<file path="config.mk">
export PLATFORM = sky130hd
export DESIGN_NAME = cluster_event_buffer
export DESIGN_NICKNAME = d
export VERILOG_FILES = /design/src/rtl/cluster_event_buffer.sv
export SDC_FILE = /design/constraint.sdc
export NUM_CORES = 1
export LEC_CHECK = 0
export BUFFER_PORTS_ARGS = -buffer_cell sky130_fd_sc_hd__buf_2
export CAP_MARGIN = 0
export CELL_PAD_IN_SITES_DETAIL_PLACEMENT = 1
export CELL_PAD_IN_SITES_GLOBAL_PLACEMENT = 1
export CORE_MARGIN = 10
export CORE_UTILIZATION = 39
export CTS_BUF_LIST = sky130_fd_sc_hd__clkbuf_2
export DETAILED_ROUTE_END_ITERATION = 10
export PLACE_DENSITY = 0.81
export SLEW_MARGIN = 20
export SYNTH_ARGS = -nofsm -noshare
export SYNTH_HDL_FRONTEND = slang
export SYNTH_SLANG_ARGS = --single-unit
</file>
<file path="constraint.sdc">
create_clock -name clk_i -period 5.5 [get_ports clk_i]
set_clock_uncertainty 0.1 [all_clocks]
set_input_delay 0.275 -clock clk_i [delete_from_list [all_inputs] [get_ports clk_i]]
set_output_delay 0.275 -clock clk_i [all_outputs]
set_load 0.02 [all_outputs]
</file>
<file path="src/rtl/cluster_event_buffer.sv">
// cluster_event_buffer
//   Per-core sticky event buffer with event/IRQ masking, a small config
//   register file and the wait-for-event handshake that gates the core clock.
//   Optional build macro: EVT_EDGE_DETECT_EN
//     defined   -> only rising edges of events_i set buffer bits
//     undefined -> events_i is level-sensitive (re-sets every cycle it is high)
module cluster_event_buffer #(
  parameter int NB_EVT   = 32,
  parameter int EVT_ID_W = 5
) (
  input  logic                clk_i,
  input  logic                rst_ni,
  input  logic [NB_EVT-1:0]   events_i,
  input  logic                reg_req_i,
  input  logic                reg_we_i,
  input  logic [2:0]          reg_addr_i,
  input  logic [31:0]         reg_wdata_i,
  output logic                reg_ack_o,
  output logic [31:0]         reg_rdata_o,
  input  logic                wait_req_i,
  output logic                wait_ack_o,
  input  logic                core_busy_i,
  output logic                core_clk_en_o,
  output logic                irq_req_o,
  output logic [EVT_ID_W-1:0] irq_id_o,
  input  logic                irq_ack_i,
  input  logic [EVT_ID_W-1:0] irq_ack_id_i
);

  localparam logic [2:0] ADDR_EVT_MASK     = 3'd0;
  localparam logic [2:0] ADDR_IRQ_MASK     = 3'd1;
  localparam logic [2:0] ADDR_BUFFER       = 3'd2;
  localparam logic [2:0] ADDR_BUF_MASKED   = 3'd3;
  localparam logic [2:0] ADDR_BUF_CLR      = 3'd4;
  localparam logic [2:0] ADDR_EVT_MASK_SET = 3'd5;
  localparam logic [2:0] ADDR_EVT_MASK_CLR = 3'd6;

  typedef enum logic [2:0] {
    ST_ACTIVE,
    ST_DRAIN,
    ST_SLEEP,
    ST_WAKE,
    ST_IRQWAKE
  } state_t;

  state_t                state_reg, state_next;
  logic [NB_EVT-1:0]     buffer_reg, buffer_next;
  logic [NB_EVT-1:0]     evt_mask_reg, evt_mask_next;
  logic [NB_EVT-1:0]     irq_mask_reg, irq_mask_next;
  logic [NB_EVT-1:0]     evt_set, evt_clr, masked, irq_pend;
  logic [NB_EVT-1:0]     wdata_evt;
  logic [(1<<EVT_ID_W)-1:0] ack_dec;
  logic                  ack_reg, ack_next;
  logic                  wake_ack;
  logic                  clk_en;
  logic                  irq_req_reg;
  logic [EVT_ID_W-1:0]   irq_id_reg, irq_id_next;
  logic                  reg_ack_reg;
  logic [31:0]           rdata_reg, rdata_next;
  logic                  reg_wr, reg_rd;

  assign reg_wr    = reg_req_i & reg_we_i;
  assign reg_rd    = reg_req_i & ~reg_we_i;
  assign wdata_evt = reg_wdata_i[NB_EVT-1:0];
  assign masked    = buffer_reg & evt_mask_reg;
  assign irq_pend  = buffer_reg & irq_mask_reg;

`ifdef EVT_EDGE_DETECT_EN
  logic [NB_EVT-1:0] events_q;

  // Previous sample of the event lines for rising-edge detection
  always_ff @(posedge clk_i or negedge rst_ni) begin
    if (!rst_ni) events_q <= '0;
    else         events_q <= events_i;
  end

  assign evt_set = events_i & ~events_q;
`else
  assign evt_set = events_i;
`endif

  // Collect all clear sources: BUF_CLR write, wait-ack auto-clear, IRQ ack
  always_comb begin
    ack_dec               = '0;
    ack_dec[irq_ack_id_i] = irq_ack_i;
    evt_clr               = ack_dec[NB_EVT-1:0];
    if (reg_wr && reg_addr_i == ADDR_BUF_CLR) evt_clr = evt_clr | wdata_evt;
    if (wait_ack_o)                           evt_clr = evt_clr | masked;
  end

  // Per-bit sticky update; a set in the same cycle always beats a clear
  generate
    for (genvar gi = 0; gi < NB_EVT; gi++) begin : g_buf_bit
      assign buffer_next[gi] = evt_set[gi] | (buffer_reg[gi] & ~evt_clr[gi]);
    end
  endgenerate

  // Mask register writes (direct, set-bits and clear-bits forms)
  always_comb begin
    evt_mask_next = evt_mask_reg;
    irq_mask_next = irq_mask_reg;
    if (reg_wr) begin
      case (reg_addr_i)
        ADDR_EVT_MASK:     evt_mask_next = wdata_evt;
        ADDR_IRQ_MASK:     irq_mask_next = wdata_evt;
        ADDR_EVT_MASK_SET: evt_mask_next = evt_mask_reg | wdata_evt;
        ADDR_EVT_MASK_CLR: evt_mask_next = evt_mask_reg & ~wdata_evt;
        default:           ;
      endcase
    end
  end

  // Read mux, sampled on the request cycle; write-only and unused offsets read 0
  always_comb begin
    rdata_next = '0;
    if (reg_rd) begin
      case (reg_addr_i)
        ADDR_EVT_MASK:   rdata_next[NB_EVT-1:0] = evt_mask_reg;
        ADDR_IRQ_MASK:   rdata_next[NB_EVT-1:0] = irq_mask_reg;
        ADDR_BUFFER:     rdata_next[NB_EVT-1:0] = buffer_reg;
        ADDR_BUF_MASKED: rdata_next[NB_EVT-1:0] = masked;
        default:         ;
      endcase
    end
  end

  // Lowest pending IRQ index (scan downward so the lowest index wins)
  always_comb begin
    irq_id_next = '0;
    for (int i = NB_EVT - 1; i >= 0; i--) begin
      if (irq_pend[i]) irq_id_next = EVT_ID_W'(i);
    end
  end

  // Wait-for-event FSM: next state, clock enable and ack generation
  always_comb begin
    state_next = state_reg;
    ack_next   = 1'b0;
    wake_ack   = 1'b0;
    clk_en     = 1'b1;
    case (state_reg)
      ST_ACTIVE: begin
        // ack_reg blocks a second trigger while the core still holds the request
        if (wait_req_i && !ack_reg) begin
          if (|masked) ack_next   = 1'b1;
          else         state_next = ST_DRAIN;
        end
      end
      ST_DRAIN: begin
        if (!wait_req_i)       state_next = ST_ACTIVE;
        else if (|masked)      state_next = ST_WAKE;
        else if (!core_busy_i) state_next = ST_SLEEP;
      end
      ST_SLEEP: begin
        clk_en = 1'b0;
        if (|masked)          state_next = ST_WAKE;
        else if (irq_req_reg) state_next = ST_IRQWAKE;
      end
      ST_WAKE: begin
        wake_ack   = 1'b1;
        state_next = ST_ACTIVE;
      end
      ST_IRQWAKE: begin
        if (irq_ack_i) state_next = ST_DRAIN;
      end
      default: state_next = ST_ACTIVE;
    endcase
  end

  // All state; async reset returns to ACTIVE so the core clock restarts at once
  always_ff @(posedge clk_i or negedge rst_ni) begin
    if (!rst_ni) begin
      state_reg    <= ST_ACTIVE;
      buffer_reg   <= '0;
      evt_mask_reg <= '0;
      irq_mask_reg <= '0;
      ack_reg      <= 1'b0;
      irq_req_reg  <= 1'b0;
      irq_id_reg   <= '0;
      reg_ack_reg  <= 1'b0;
      rdata_reg    <= '0;
    end else begin
      state_reg    <= state_next;
      buffer_reg   <= buffer_next;
      evt_mask_reg <= evt_mask_next;
      irq_mask_reg <= irq_mask_next;
      ack_reg      <= ack_next;
      irq_req_reg  <= |irq_pend;
      irq_id_reg   <= irq_id_next;
      reg_ack_reg  <= reg_req_i;
      rdata_reg    <= rdata_next;
    end
  end

  assign wait_ack_o    = ack_reg | wake_ack;
  assign core_clk_en_o = clk_en;
  assign irq_req_o     = irq_req_reg;
  assign irq_id_o      = irq_id_reg;
  assign reg_ack_o     = reg_ack_reg;
  assign reg_rdata_o   = rdata_reg;

endmodule
</file>
---- Word level (Yosys, flattened, before mapping) ----
Index checks and enable logic that the tools add are counted.
storage, ports and cells
  register bits ........................... 139
  latch bits .............................. 0
  RAM bits ................................ 0
  bits in read-only memories .............. 0
  input port bits ......................... 79
  output and inout port bits .............. 41
  logic and storage cells ................. 199
  memories ................................ 0
cells by class
  $add $sub $neg .......................... 0
  multiply operators ...................... 0
  divide/modulo/power cells ............... 0
  magnitude comparators ................... 2
  equality and inequality tests ........... 15
  shift-type cells ........................ 0
  muxes and demuxes ....................... 53
  bitwise logic cells ..................... 108
  reduce and logical (&&, ||, !) cells .... 12
operator list
  kind                                                                    count
  5-bit two-way mux                                                       32
  32-bit AND                                                              4
  32-bit case mux with 4 select lines                                     1
  32-bit two-way mux                                                      3
  32-bit OR                                                               3
  32-bit case mux with 3 select lines                                     1
  32-bit OR reduction                                                     2
  1-bit AND                                                               34
  1-bit inverter                                                          33
  1-bit OR                                                                33
  32-bit inverter                                                         1
  3-bit two-way mux                                                       8
  3-bit by 2-bit == test with 1-bit output (second input constant)        4
  3-bit == test (second input constant)                                   4
  3-bit case mux with 4 select lines                                      1
  3-bit by 1-bit == test with 1-bit output (second input constant)        2
  3-bit logical NOT                                                       2
  5-bit by 6-bit < comparator with 1-bit output (second input constant)   1
  1-bit two-way mux                                                       6
  2-bit != test (second input constant)                                   3
  1-bit demux with 5-bit select                                           1
  5-bit by 1-bit >= comparator with 1-bit output (second input constant)  1
  5-bit AND reduction                                                     1
  4-bit != test (second input constant)                                   1
  other kinds (5)                                                         8

---- Logic depth before layout (Yosys ltp) ----
Gate-level depths: netlist of run 1.
  depth after elaboration ................. 33
  mapped depth ............................ 7
  depth with buffers taken out ............ 5

---- Least setup slack after synthesis of run 1 ----
No wires, ideal clock.
  kind .................................... register to register
  start ................................... register buffer_reg[10]
  end ..................................... register state_reg[1]
  setup time .............................. 0.119 ns
  data arrival time ....................... 1.607 ns
  required time ........................... 5.281 ns
  slack ................................... 3.674 ns
  stages on the path, launching flop included .. 6
  path buffers ............................ 0
  period minus slack after synthesis ...... 1.826 ns
  cell sequence ........................... dfrtp_1 -> a22o_1 -> a221oi_2 -> nand3_1 -> or4_4 -> o21a_1
on the way
  word-level cells in the longest chain between the ends .. 5
  elaborated cells on any way between the ends .. 10
  classes of those cells .................. eq/ne (3); mux (4); bitwise (1); reduce/logical (2)
ends and longest elaborated chain
  item                                line           text
  start, declared                     47             logic [NB_EVT-1:0] buffer_reg, buffer_next;
  start signal, assigned              184            buffer_reg <= buffer_next;
  32-bit AND *                        65             assign masked = buffer_reg & evt_mask_reg;
  32-bit OR reduction *               145, 151, 156
  3-bit two-way mux                   151            else if (|masked) state_next = ST_WAKE;
  3-bit two-way mux                   150            if (!wait_req_i) state_next = ST_ACTIVE;
  3-bit case mux with 4 select lines  141            case (state_reg)
  end signal, assigned                183            state_reg <= state_next;
  end, declared                       46             state_t state_reg, state_next;
Every way passes the cells marked *; elsewhere a longest branch is shown, timed or not.
A chain may end at the register's enable or synchronous reset.

---- Final worst setup path of run 1 ----
  start ................................... register state_reg[2]
  end ..................................... output wait_ack_o
on the way
  word-level cells in the longest chain between the ends .. 3
ends and longest elaborated chain
  item                                      line  text
  3-bit by 2-bit == test with 1-bit output  141
  1-bit two-way mux                         141
  1-bit OR                                  195   assign wait_ack_o = ack_reg | wake_ack;
  end, declared                             21    output logic wait_ack_o,
No other way between the ends.

==> results of run 1 <==
[report_power, final]
part	internal, mW	leakage, nW	switching (mW)	total [mW]
Sequential	1.21	1.67	0.276	1.49
Clock	0.198	0.121	0.404	0.602
Combinational	0.450	1.91	0.502	0.952
Total	1.86	3.71	1.18	3.04
[final timing paths]
path	slack (ns)	end	start
setup / recovery	2.61	wait_ack_o	state_reg[2]
hold / removal	0.08	reg_ack_o	reg_req_i
setup reg to reg	2.80	buffer_reg[26]	state_reg[2]
hold reg to reg	0.49	irq_mask_reg[16]	irq_mask_reg[16]
max in group asynchronous	4.11	reg_rdata_o[15]	rst_ni
min in group asynchronous	0.45	evt_mask_reg[25]	rst_ni
[kinds of logic after synthesis]
| logic type | Yosys count | synth area share |
|---|---|---|
| buf+inv | 41 | 0.02489 |
| mux | 36 | 0.06033 |
| flops | 139 | 0.5241 |
| compound gates | 194 | 0.2227 |
| xor+xnor | 2 | 0.002640 |
| simple gates | 243 | 0.1653 |
[repair_timing]
action / 4_1_cts / 5_1_grt
hold buffers: 108 / 0
hold endpoints to repair: 161 / 0
buffers inserted: 0 / 0
[stage by stage]
| stage | hold WS [ns] | worst slack, ns | total power, mW | cells | instance area [µm²] |
|---|---|---|---|---|---|
| detailed placement | 0.1833 | 2.257 | 2.294 | 961 | 7440 |
| floorplan | -0.1206 | 3.674 | 1.938 | 655 | 6636 |
| CTS | 0.05064 | 2.467 | 2.995 | 1099 | 8752 |
| global placement | 0.1812 | 2.452 | 2.233 | 961 | 7440 |
| finish | 0.08274 | 2.606 | 3.042 | 1101 | 8763 |
| global route | 0.06998 | 2.526 | 3.185 | 1100 | 8761 |
[worst max-delay path: stages, from the launching register on]
cell	delay [ns]
dfrtp_1	0.51
inv_1	0.15
a31o_2	0.80
buf_2	0.32
[cell usage after synthesis, types with 6 or more instances]
cell | n | area, µm²
a22oi_1 | 20 | 150.1
mux2_2 | 32 | 360.4
a22o_1 | 40 | 350.3
dfrtp_1 | 139 | 3478
buf_2 | 9 | 45.04
nor2_1 | 42 | 157.7
o21ai_0 | 35 | 175.2
clkbuf_1 | 28 | 105.1
a21oi_1 | 7 | 35.03
nand2_1 | 124 | 465.5
nor3b_1 | 6 | 45.04
nand4_1 | 9 | 56.30
nor3_1 | 34 | 170.2
a41o_1 | 31 | 310.3
nand3_1 | 6 | 30.03
o22ai_1 | 30 | 187.7
[cell type report]
cell class,count,area [µm²]
diodes,2,5.005
clock buffers,17,85.08
clock inverters,13,128.9
fillers,1857,7879
inverters,2,7.507
multi-input cells,475,3034
flip-flops and latches,139,3478
well taps,220,275.3
repair buffers,233,1749
[layer usage]
metal | global-route usage | part of all wire | vias to the layer above
li1 | - | - | 2894
met1 | 0.3013 | 0.40 | 3452
met2 | 0.3973 | 0.48 | 350
met3 | 0.05162 | 0.078 | 81
met4 | 0.1331 | 0.041 | 0
met5 | 0 | 0 | -
==> metrics.yaml, run 1 <==
outcome: "finished clean"
synth_cell_types: 50
num_io_pins: 120
ir_worst_vdd_v: 0.0001261
tightest_slew_ns: 1.247
grt_pass1_vias: 7411
path_clk_slew_ns: 0.21
drive_gt1_frac: 0.2264
cp.arrival_ns: 2.52
core_mm2: 0.01664
clk_latency_ns: 0.78
finalCriticalPeriod_ns: 2.894
viasPerCell: 6.155
dp_hpwl_um: 17390
relSlewSlack: 0.1653
worstSetupEndpointType: "output pin"
layout_commonest_cell: "dfrtp_1"
async_reset_ff_frac: 1.000
routed_wl_um: 27400
rows: 47
initial_core_util: 0.3988
final_max_slew_viol_count: 0
clock_sinks: 139
grt_first_pass_wirelength_um: 42980
antenna_found_initial: 1
grt_max_degree: 82
critPathMaxFanout: 33
fin_util: 0.5266
yosys_warnings: 0
layout_common_cells: "dfrtp_1 (139), nand2_1 (123), buf_2 (118), dlygate4sd3_1 (107), nor2_1 (42)"
yosysSeqAreaShare: 0.5241
cts_made_buffers: 17
first_pass_iters: 5
drc: 0
worst_hold_path.num_cells: 2
fp.dieW_um: 150.4
gp_congestion: 0.9411
hp-class: "in -> reg"
hold_viol_final: 0
synth-edff-count: 0
synthCells: 655
rsz0062_at_grt: "no"
dr_total_vias: 6777
die_h_um: 150.4
finalSetupViolations: 0
final.setup.tns_ns: 0
wire_per_inst_um: 24.89
areaGrowthSynthToFinish_pct: 32.05
initialDrtViolationCount: 707
synth.net_count: 734
fin_nets: 947
crit_required_ns: 5.12
cts_htree_levels: 4
syn_area_mm2: 0.006636
cts_tree: "done"
fmax_ghz: 0.3456
post-route-period-util: 0.5262
ctsResizeCount: 0
root_buffer: "clkbuf_2"
synth_flop_cell: "dfrtp_1"
worst_setup_path_start_kind: "register"
clk_path_buf_depth: 2
grt_usage: 0.2457
drv_cap: 0
ant_nets: 0
rr_worst_depth: 5
port_buffers: 119
critical_path_class: "reg -> out"
dieArea_mm2: 0.02263
overflow: 0
ys_ff_latch: 139
p_leak_nw: 3.706
avgSynthCellArea_um2: 10.13
p_per_area_mw_per_mm2: 347.1
Note: power is estimated with default switching activity, not from simulation.
==> inputs of run 2 (changes only) <==
Clock period 5.5 ns to 2.9 ns, I/O delays scaled along.
==> run 2 against run 1 <==
Count of clock-buffer cells in the layout unchanged. Global-route usage increased by 1.5 points. Sequential share of layout area fell by 1.2 points. Clock power grew 130%. Sequential power is 91% higher. Flip-flop and latch count unchanged. Critical path type is now reg -> reg. Largest cell class unchanged.
==> metrics.yaml, run 2 (synthesis results as in run 1) <==
wire_per_inst_um: 26.22
multi_input_area_mm2: 0.003015
instances_no_fill: 1126
core_mm2: 0.01664
drive_gt1_frac: 0.2284
clk_path_buf_depth: 2
critPathMaxFanout: 8
cts_made_buffers: 17
dp_cells: 968
drv_cap: 0
overflow: 0
fp.dieW_um: 150.4
areaGrowthSynthToFinish_pct: 36.09
initialDrtViolationCount: 776
clock_sinks: 139
viasPerCell: 6.332
die_h_um: 150.4
cts_htree_levels: 4
outcome: "finished clean"
worst_setup_path_start_kind: "register"
post-route-period-util: 0.9558
cp.arrival_ns: 3.34
ant_nets: 0
placed_cell_area_mm2: 0.007476
critical_path_class: "reg -> reg"
n_fill_cell: 1847
rows: 47
wl_met2_um: 14440
hp-class: "in -> reg"
initial_core_util: 0.3988
grt_max_degree: 61
num_io_pins: 120
crit_required_ns: 3.47
layout_commonest_cell: "dfrtp_1"
p_leak_nw: 3.844
finalCriticalPeriod_ns: 2.772
p_per_area_mw_per_mm2: 677.0
register_area_mm2: 0.003478
rr_worst_depth: 6
fmax_ghz: 0.3608
stdcell_area_mm2: 0.009031
fin_nets: 970
dr_total_vias: 7130
cts_setup_buffers: 0
finalSetupViolations: 0
final_max_slew_viol_count: 0
grt_pass1_vias: 7953
gp_congestion: 0.8984
worstSetupEndpointType: "register"
wl_met1_um: 10950
ir_worst_vdd_v: 0.0002470
tightest_slew_ns: 0.9552
layout_common_cells: "dfrtp_1 (139), nand2_1 (124), dlygate4sd3_1 (123), buf_2 (118), nor2_1 (42)"
rsz0062_at_grt: "no"
highest_layer: "met4"
hold_viol_final: 0
final.setup.tns_ns: 0
grt_usage: 0.2608
cts_tree: "done"
dieArea_mm2: 0.02263
drc: 0
root_buffer: "clkbuf_2"
grt_first_pass_wirelength_um: 45550
dr_wl_met3_um: 2588
port_buffers: 119
relSlewSlack: 0.3632
routed_wl_um: 29520
clk_latency_ns: 0.73
dp_hpwl_um: 17740
path_clk_slew_ns: 0.22
first_pass_iters: 5
worst_hold_path.num_cells: 3
antenna_found_initial: 3
## run 2: cell types whose count changed in the layout (fill, tap and decap cells not counted), moves of 2 or more
| cell | previous run | this run |
|---|---|---|
| dlygate4sd3_1 | 107 | 123 |
| bufinv_16 | 2 | 5 |
| clkinvlp_4 | 4 | 2 |
| buf_4 | 5 | 13 |
| clkinv_1 | 3 | 1 |
| diode_2 | 2 | 4 |
## run 2: metrics by stage
step                        util  hold WS [ns]  setup slack, ns  power, mW
after floorplan                -       -0.2506            1.074      3.675
after global placement    0.4492       0.07564           0.9140      4.259
after detailed placement  0.4492       0.07799           0.8615      4.357
after CTS                 0.5421       0.01284           0.2082      5.982
after global routing      0.5425       0.04060          0.06680      6.367
final                     0.5427       0.09905           0.1283      6.114
## run 2: layout make-up
class	instances	area share
Antenna cell	4	0.001108
Inverter	2	0.0008313
Sequential cell	139	0.3851
Multi-Input combinational cell	475	0.3339
Timing Repair Buffer	256	0.2168
Clock buffer	17	0.009421
Clock inverter	13	0.02231
Tap cell	220	0.03048
## run 2: power by group
group	leakage (nW)	internal, mW	total [mW]	switching [mW]
sequential	1.67	2.30	2.84	0.537
combinational	2.01	0.872	1.88	1.01
clock	0.163	0.638	1.39	0.756
## run 2: critical path: stages (launching register included)
cell           delay [ns]
dfrtp_1              0.51
nand2b_1             0.22
nor3b_1              0.36
mux2i_1              0.26
dlygate4sd3_1        0.59
o21a_1               0.11
dlygate4sd3_1        0.56
## run 2: path summary, 6_finish.rpt
check / to / slack [ns] / start
worst max-delay path: state_reg[1] / 0.13 / state_reg[1]
worst min-delay path: evt_mask_reg[20] / 0.1 / reg_wdata_i[20]
worst max register to register: state_reg[1] / 0.13 / state_reg[1]
worst min register to register: evt_mask_reg[23] / 0.50 / evt_mask_reg[23]
max in group asynchronous: evt_mask_reg[15] / 1.81 / rst_ni
min in group asynchronous: reg_rdata_o[23] / 0.39 / rst_ni
## run 2: layer usage
layer,vias up,GRT usage
met3,133,0.07173
met1,3598,0.2993
met5,-,0
met4,0,0.1540
li1,2941,-
met2,458,0.4277
## run 2: what timing repair did
action	CTS	global route
hold buffers	124	0
hold endpoints to repair	250	0
resized for setup	0	0
